--- src/rtl/ntt_sdf_unloader_pkg.sv ---
// Shared definitions for the SDF NTT unloader: bank-state encoding, sizing and
// the bit-reversal helper used to place forward-NTT words.
package ntt_pkg;

  typedef enum logic [1:0] {
    ST_EMPTY = 2'd0,
    ST_CAPT  = 2'd1,
    ST_FULL  = 2'd2,
    ST_DRAIN = 2'd3
  } bank_st_e;

  localparam int unsigned NBANK = 2;
  // Output-side storage: head register plus two skid/prefetch entries.
  localparam int unsigned SLOTS = 3;

  function automatic logic [31:0] bitrev(input logic [31:0] x, input int unsigned logn);
    logic [31:0] r;
    r = '0;
    for (int unsigned i = 0; i < logn; i++) r[logn-1-i] = x[i];
    return r;
  endfunction

endpackage

--- src/rtl/ntt_unload_bank.sv ---
// One ping-pong bank: simple dual-port N x LOGQ RAM with a registered read
// followed by DELAY_BRAM-1 extra output stages.
module ntt_unload_bank #(
  parameter int unsigned LOGQ       = 16,
  parameter int unsigned LOGN       = 3,
  parameter int unsigned DELAY_BRAM = 1
) (
  input  logic            clk,
  input  logic            we,
  input  logic [LOGN-1:0] waddr,
  input  logic [LOGQ-1:0] wdata,
  input  logic            re,
  input  logic [LOGN-1:0] raddr,
  output logic [LOGQ-1:0] rdata
);

  localparam int unsigned N = 1 << LOGN;

  logic [LOGQ-1:0] mem  [N];
  logic [LOGQ-1:0] rd_q [DELAY_BRAM];

  always_ff @(posedge clk) begin
    if (we) mem[waddr] <= wdata;
  end

  always_ff @(posedge clk) begin
    if (re) rd_q[0] <= mem[raddr];
    for (int i = 1; i < int'(DELAY_BRAM); i++) rd_q[i] <= rd_q[i-1];
  end

  assign rdata = rd_q[DELAY_BRAM-1];

endmodule

--- src/rtl/ntt_sdf_unloader.sv ---
// Captures SDF NTT/INTT output frames into a ping-pong buffer and drains them
// in natural order over a valid/ready stream with a last marker.
module ntt_sdf_unloader
  import ntt_pkg::*;
#(
  parameter int unsigned LOGQ       = 16,
  parameter int unsigned LOGN       = 3,
  parameter int unsigned DELAY_BRAM = 1
) (
  input  logic            clk,
  input  logic            rst,
  input  logic            finish,
  input  logic            intt,
  input  logic [LOGQ-1:0] ntt_out,
  output logic [LOGQ-1:0] m_data,
  output logic            m_valid,
  input  logic            m_ready,
  output logic            m_last,
  output logic            busy,
  output logic            drop
);

  localparam int unsigned N = 1 << LOGN;
  localparam logic [LOGN-1:0] LAST = LOGN'(N - 1);

  bank_st_e        st [NBANK];
  bank_st_e        st_n [NBANK];
  logic            wb, wb_n, rb, rb_n, ib, ib_n;
  logic            cap_act, cap_act_n, cap_disc, cap_disc_n, cap_intt, cap_intt_n;
  logic [LOGN-1:0] cap_cnt, cap_cnt_n;
  logic            iss_busy, iss_busy_n;
  logic [LOGN-1:0] rd_addr, rd_addr_n;
  logic [LOGQ-1:0] q_data [SLOTS];
  logic [LOGQ-1:0] qd_n [SLOTS];
  logic            q_last [SLOTS];
  logic            ql_n [SLOTS];
  logic [1:0]      cnt, cnt_n;
  logic            valid_q, busy_q, drop_q, drop_n;

  logic [DELAY_BRAM-1:0] p_valid, p_last, p_sel;
  logic [2:0]      infl;

  logic            wr, re, free_wb, cap_done, can_start, credit, pop, pop_last, push, mode;
  logic [LOGN-1:0] waddr, raddr, c;
  logic [LOGQ-1:0] rdata;
  logic [LOGQ-1:0] rdata_b [NBANK];

  for (genvar b = 0; b < int'(NBANK); b++) begin : g_bank
    ntt_unload_bank #(.LOGQ(LOGQ), .LOGN(LOGN), .DELAY_BRAM(DELAY_BRAM)) u_bank (
      .clk   (clk),
      .we    (wr && (wb == 1'(b))),
      .waddr (waddr),
      .wdata (ntt_out),
      .re    (re && (ib == 1'(b))),
      .raddr (raddr),
      .rdata (rdata_b[b])
    );
  end

  assign rdata = rdata_b[p_sel[DELAY_BRAM-1]];
  assign push  = p_valid[DELAY_BRAM-1];

  always_comb begin
    infl = '0;
    for (int i = 0; i < int'(DELAY_BRAM); i++) infl = infl + 3'(p_valid[i]);
  end

  always_comb begin
    st_n       = st;
    wb_n       = wb;
    rb_n       = rb;
    ib_n       = ib;
    cap_act_n  = cap_act;
    cap_disc_n = cap_disc;
    cap_intt_n = cap_intt;
    cap_cnt_n  = cap_cnt;
    iss_busy_n = iss_busy;
    rd_addr_n  = rd_addr;
    drop_n     = drop_q;
    qd_n       = q_data;
    ql_n       = q_last;
    cnt_n      = cnt;

    pop      = valid_q && m_ready;
    pop_last = pop && q_last[0];

    // A bank whose last word is handed off this cycle is free for a new frame.
    free_wb = (st[wb] == ST_EMPTY) || ((st[wb] == ST_DRAIN) && pop_last && (rb == wb));

    if (pop_last) begin
      st_n[rb] = ST_EMPTY;
      rb_n     = ~rb;
    end

    c     = cap_act ? cap_cnt : '0;
    mode  = cap_act ? cap_intt : intt;
    wr    = (!cap_act && finish && free_wb) || (cap_act && !cap_disc);
    waddr = mode ? c : LOGN'(bitrev(32'(c), LOGN));

    if (finish && (cap_act || !free_wb)) drop_n = 1'b1;

    if (!cap_act && finish) begin
      cap_act_n  = 1'b1;
      cap_disc_n = !free_wb;
      cap_intt_n = intt;
      cap_cnt_n  = LOGN'(1);
      if (free_wb) st_n[wb] = ST_CAPT;
    end

    cap_done = cap_act && !cap_disc && (cap_cnt == LAST);
    if (cap_act) begin
      cap_cnt_n = cap_cnt + LOGN'(1);
      if (cap_cnt == LAST) begin
        cap_act_n = 1'b0;
        if (!cap_disc) begin
          st_n[wb] = ST_FULL;
          wb_n     = ~wb;
        end
      end
    end

    // Address 0 is always written at c=0, so reading may begin on the last
    // capture cycle; every later address is written before it is read.
    credit    = (3'(cnt) + infl) < (3'(SLOTS) + 3'(pop));
    can_start = !iss_busy && ((st[ib] == ST_FULL) || (cap_done && (wb == ib)));
    re        = credit && (iss_busy || can_start);
    raddr     = iss_busy ? rd_addr : '0;

    if (re) begin
      if (!iss_busy) begin
        iss_busy_n = 1'b1;
        st_n[ib]   = ST_DRAIN;
      end
      rd_addr_n = raddr + LOGN'(1);
      if (raddr == LAST) begin
        iss_busy_n = 1'b0;
        ib_n       = ~ib;
      end
    end

    if (pop) begin
      for (int i = 0; i < int'(SLOTS) - 1; i++) begin
        qd_n[i] = q_data[i+1];
        ql_n[i] = q_last[i+1];
      end
      ql_n[SLOTS-1] = 1'b0;
      cnt_n = cnt - 2'd1;
    end
    if (push) begin
      for (int i = 0; i < int'(SLOTS); i++) begin
        if (2'(i) == cnt_n) begin
          qd_n[i] = rdata;
          ql_n[i] = p_last[DELAY_BRAM-1];
        end
      end
      cnt_n = cnt_n + 2'd1;
    end
  end

  always_ff @(posedge clk) begin
    if (!rst) begin
      st       <= '{default: ST_EMPTY};
      wb       <= 1'b0;
      rb       <= 1'b0;
      ib       <= 1'b0;
      cap_act  <= 1'b0;
      cap_disc <= 1'b0;
      cap_intt <= 1'b0;
      cap_cnt  <= '0;
      iss_busy <= 1'b0;
      rd_addr  <= '0;
      q_data   <= '{default: '0};
      q_last   <= '{default: 1'b0};
      cnt      <= '0;
      valid_q  <= 1'b0;
      busy_q   <= 1'b0;
      drop_q   <= 1'b0;
    end else begin
      st       <= st_n;
      wb       <= wb_n;
      rb       <= rb_n;
      ib       <= ib_n;
      cap_act  <= cap_act_n;
      cap_disc <= cap_disc_n;
      cap_intt <= cap_intt_n;
      cap_cnt  <= cap_cnt_n;
      iss_busy <= iss_busy_n;
      rd_addr  <= rd_addr_n;
      q_data   <= qd_n;
      q_last   <= ql_n;
      cnt      <= cnt_n;
      valid_q  <= (cnt_n != 2'd0);
      busy_q   <= (st_n[0] != ST_EMPTY) || (st_n[1] != ST_EMPTY) || (cnt_n != 2'd0);
      drop_q   <= drop_n;
    end
  end

  // Read-side bookkeeping travelling alongside the RAM latency.
  always_ff @(posedge clk) begin
    if (!rst) begin
      p_valid <= '0;
      p_last  <= '0;
      p_sel   <= '0;
    end else begin
      for (int i = int'(DELAY_BRAM) - 1; i > 0; i--) begin
        p_valid[i] <= p_valid[i-1];
        p_last[i]  <= p_last[i-1];
        p_sel[i]   <= p_sel[i-1];
      end
      p_valid[0] <= re;
      p_last[0]  <= (raddr == LAST);
      p_sel[0]   <= ib;
    end
  end

  assign m_data  = q_data[0];
  assign m_last  = q_last[0];
  assign m_valid = valid_q;
  assign busy    = busy_q;
  assign drop    = drop_q;

endmodule

--- config.mk ---
export PLATFORM = sky130hd
export DESIGN_NAME = ntt_sdf_unloader
export DESIGN_NICKNAME = d
export VERILOG_FILES = /design/src/rtl/ntt_sdf_unloader_pkg.sv /design/src/rtl/ntt_unload_bank.sv /design/src/rtl/ntt_sdf_unloader.sv
export SDC_FILE = /design/constraint.sdc
export NUM_CORES = 1
export LEC_CHECK = 0
export BUFFER_PORTS_ARGS = -buffer_cell sky130_fd_sc_hd__buf_4
export CAP_MARGIN = 20
export CORE_MARGIN = 3
export CORE_UTILIZATION = 62
export DETAILED_ROUTE_END_ITERATION = 6
export PLACE_DENSITY = 0.79
export SKIP_LAST_GASP = 1
export SLEW_MARGIN = 0
export SYNTH_ARGS = -nofsm -noshare
export SYNTH_HDL_FRONTEND = slang
export SYNTH_SLANG_ARGS = --single-unit
--- constraint.sdc ---
create_clock -name clk -period 3.8 [get_ports clk]
set_clock_uncertainty 0.15 [all_clocks]
set_input_delay 0 -clock clk [delete_from_list [all_inputs] [get_ports clk]]
set_output_delay 0 -clock clk [all_outputs]
set_load 0.1 [all_outputs]
==> flow_summary.json <==
{
  "cts_inserted_buffers": 36,
  "synth_seq_cells": 364,
  "htree_levels": 2,
  "max_freq_mhz": 309,
  "postPlaceCellArea_mm2": 0.0150,
  "clock_path_buffers": 3,
  "drc": 0,
  "irDropWorstVdd_mv": 0.451,
  "placedCellCount": 1262,
  "synthSimpleGateAreaFrac_pct": 7.43,
  "antenna_cells": 0,
  "synth_async_sr_flop_share_pct": 0,
  "min_period_ns": 3.23,
  "die_area_mm2": 0.0252,
  "cp_max_fo": 21,
  "hold_viol_final": 0,
  "wire_per_inst_um": 20.8,
  "grt_pass1_vias": 7853,
  "ys_seq_area_share_pct": 70.4,
  "die_w_um": 159,
  "hold_slack_ns": 0.161,
  "syn2layout_area_growth_pct": 12.6,
  "core.rowCount": 55,
  "syn_area_mm2": 0.0144,
  "fill_cells": 1398,
  "cts_tree": "built",
  "grt_pass1_wl_um": 43700,
  "via_count": 8208,
  "grt_max_degree": 66,
  "synthCells": 964,
  "synthMuxAreaShare_pct": 8.82,
  "grt_use_total_pct": 22.7,
  "core_area_mm2": 0.0228,
  "critPathRequiredTime_ns": 3.79,
  "status": "finished clean",
  "start_kind": "flip-flop",
  "gp_congestion": 0.814,
  "dr.pass1.iters": 5,
  "portBuffers": 40,
  "synth.top_cell.area_share_pct": 59.9,
  "tightest_slew_ns": 1.05,
  "hold_path.class": "input pin to flip-flop",
  "wirelength_um": 28000,
  "drt_iter0_drc": 998,
  "antenna_left": 0,
  "grt-ovfl-total": 0,
  "maxSlewHeadroom_pct": 29.9,
  "antenna_found_initial": 0,
  "synth_edf_count": 288,
  "fin_cells": 1347,
  "synth_common_cells": "edfxtp_1, nor2_1, nand2_1",
  "dp_hpwl_um": 16800,
  "cts_resized": 0,
  "synth_top_area_cell": "edfxtp_1",
  "rrSetupSlack_ns": 0.57,
  "vias_per_cell": 6.09,
  "drv_cap": 0,
  "nets": 1041,
  "slew_violations": 0,
  "initial_core_util_pct": 63.4,
  "critPathKind": "flip-flop to flip-flop",
  "layout-drive-gt1-share_pct": 17.1,
  "synth_fa_ha_area_share_pct": 0.953,
  "fin_crit_sh_pct": 85.1,
  "synth_top_family_by_area": "compound AO/OA/AOI/OAI gates",
  "clockRootBuffer": "clkbuf_16",
  "postCtsSetupBuffers": 0,
  "yosys_warnings": 0,
  "die_y_um": 159,
  "finalPower_mw": 9.06,
  "setup-tns-final_ns": 0,
  "power_leakage_nw": 5.43,
  "syn_avg_cell_area_um2": 15.0,
  "rsz0062_at_grt": "false",
  "yosysMostFrequentCell": "edfxtp_1",
  "synth_cell_types": 53,
  "synth_area_leaders": "edfxtp_1, dfxtp_1, mux4_2, mux2i_1, nor2_1",
  "boundaryPins": 41,
  "synthXorXnorAreaFrac_pct": 0.243,
  "clock_sinks": 364,
  "clk_pin_slew_worst_paths_ns": 0.06,
  "syn_nets": 996,
  "stdcell_area_mm2": 0.0163,
  "synthFlopType": "edfxtp_1",
  "multi_input_area_mm2": 0.00387,
  "powerDensity_mw_per_mm2": 557,
  "end_kind": "flip-flop",
  "worst_ep_arrival_time_ns": 3.22,
  "area.sequential_mm2": 0.0102,
  "setup_viol": 0,
  "synth_compound_area_share_pct": 9.09,
  "clkLatencyLatePin_ns": 0.52
}
==> worst max-delay path, cell delays in order (launching register included) <==
cell,delay [ns]
dfxtp_1,0.78
nand3_1,0.16
a211oi_1,0.40
o21ai_0,0.17
a21oi_1,0.40
and3_1,0.79
==> routing by layer <==
metal | global-route usage, % | routed length, µm | vias up
met5 | 0 | 0 | -
met1 | 32.8 | 12000 | 4060
li1 | - | - | 3789
met3 | 4.35 | 1980 | 44
met4 | 5.98 | 522 | 0
met2 | 36.3 | 13500 | 315
==> through the flow <==
step	setup WS, ns	utilization, %
after global routing	0.391	71.4
after floorplan	0.0627	-
final	0.568	71.4
after detailed placement	0.627	65.7
after CTS	0.595	71.4
after global placement	0.717	65.7
==> cells in the final DEF (no fill, tap or decap), types with 3 or more instances in the layout <==
master         instances
mux2i_1               35
and3_1                 4
nand3_1                9
nor2_2                 6
clkbuf_16             37
ha_1                  11
a211oi_1              35
nor2b_1                3
a21oi_1               13
clkinv_1              10
dlygate4sd3_1         22
nor3_1                18
nor3b_2                4
o21ai_0                6
o21a_1                 3
edfxtp_1             288
dfxtp_2                3
nand4b_1               3
a311oi_1              34
mux2_2                17
clkinv_2               3
and2_1                 6
nand3b_1               5
nand2b_1               3
buf_4                 63
a21o_1                33
nor2_1                85
nand2_1               84
mux4_2                32
a221oi_1              33
clkbuf_1               9
inv_1                  9
dfxtp_1               73
==> worst paths after layout <==
path | start | cells past startpoint | end
hold reg to reg | drop$_SDFFE_PN0P_ | 2 | drop$_SDFFE_PN0P_
hold / removal | rst | 3 | p_last$_SDFF_PN0_
setup / recovery | wb$_SDFFE_PN0P_ | 5 | g_bank[1].u_bank.mem[6][6]$_DFFE_PP_
setup reg to reg | wb$_SDFFE_PN0P_ | 5 | g_bank[1].u_bank.mem[6][6]$_DFFE_PP_
==> flip-flops by register name (all words and copies together) (netlist names), 2 cells and up <==
name	flops
rd_addr	3
q_last	2
cnt	2
st	4
m_data	16
g_bank.u_bank.mem	256
q_data	32
cap_cnt	3
g_bank.u_bank.rd_q	32
==> repair_timing <==
action / CTS / global route
endpoints found under the hold margin: 281 / 0
hold buffers: 22 / 0
endpoints found under the setup margin: 0 / 0
==> where the power goes <==
| part | switching, mW | internal (mW) | leakage [nW] |
|---|---|---|---|
| logic | 0.866 | 0.402 | 1.69 |
| clock network | 1.39 | 1.85 | 0.520 |
| registers | 0.0842 | 4.46 | 3.22 |
| total | 2.34 | 6.72 | 5.43 |
==> logic make-up after synthesis <==
family | count (synthesis)
AOI/OAI and AO/OA | 168
xor gates and xnor gates | 4
adders and majority gates | 11
buffers and inverters | 90
DFF | 364
muxes | 85
and+or+nand+nor | 242
==> layout make-up <==
class | count | share of cell area, %
sequential | 364 | 62.6
timing repair buffer | 86 | 4.39
clock buffer | 46 | 5.90
multi-input combinational | 510 | 23.8
inverter | 11 | 0.254
clock inverter | 17 | 0.677
tap | 313 | 2.41
No activity file was read; power rests on OpenSTA's default activity.
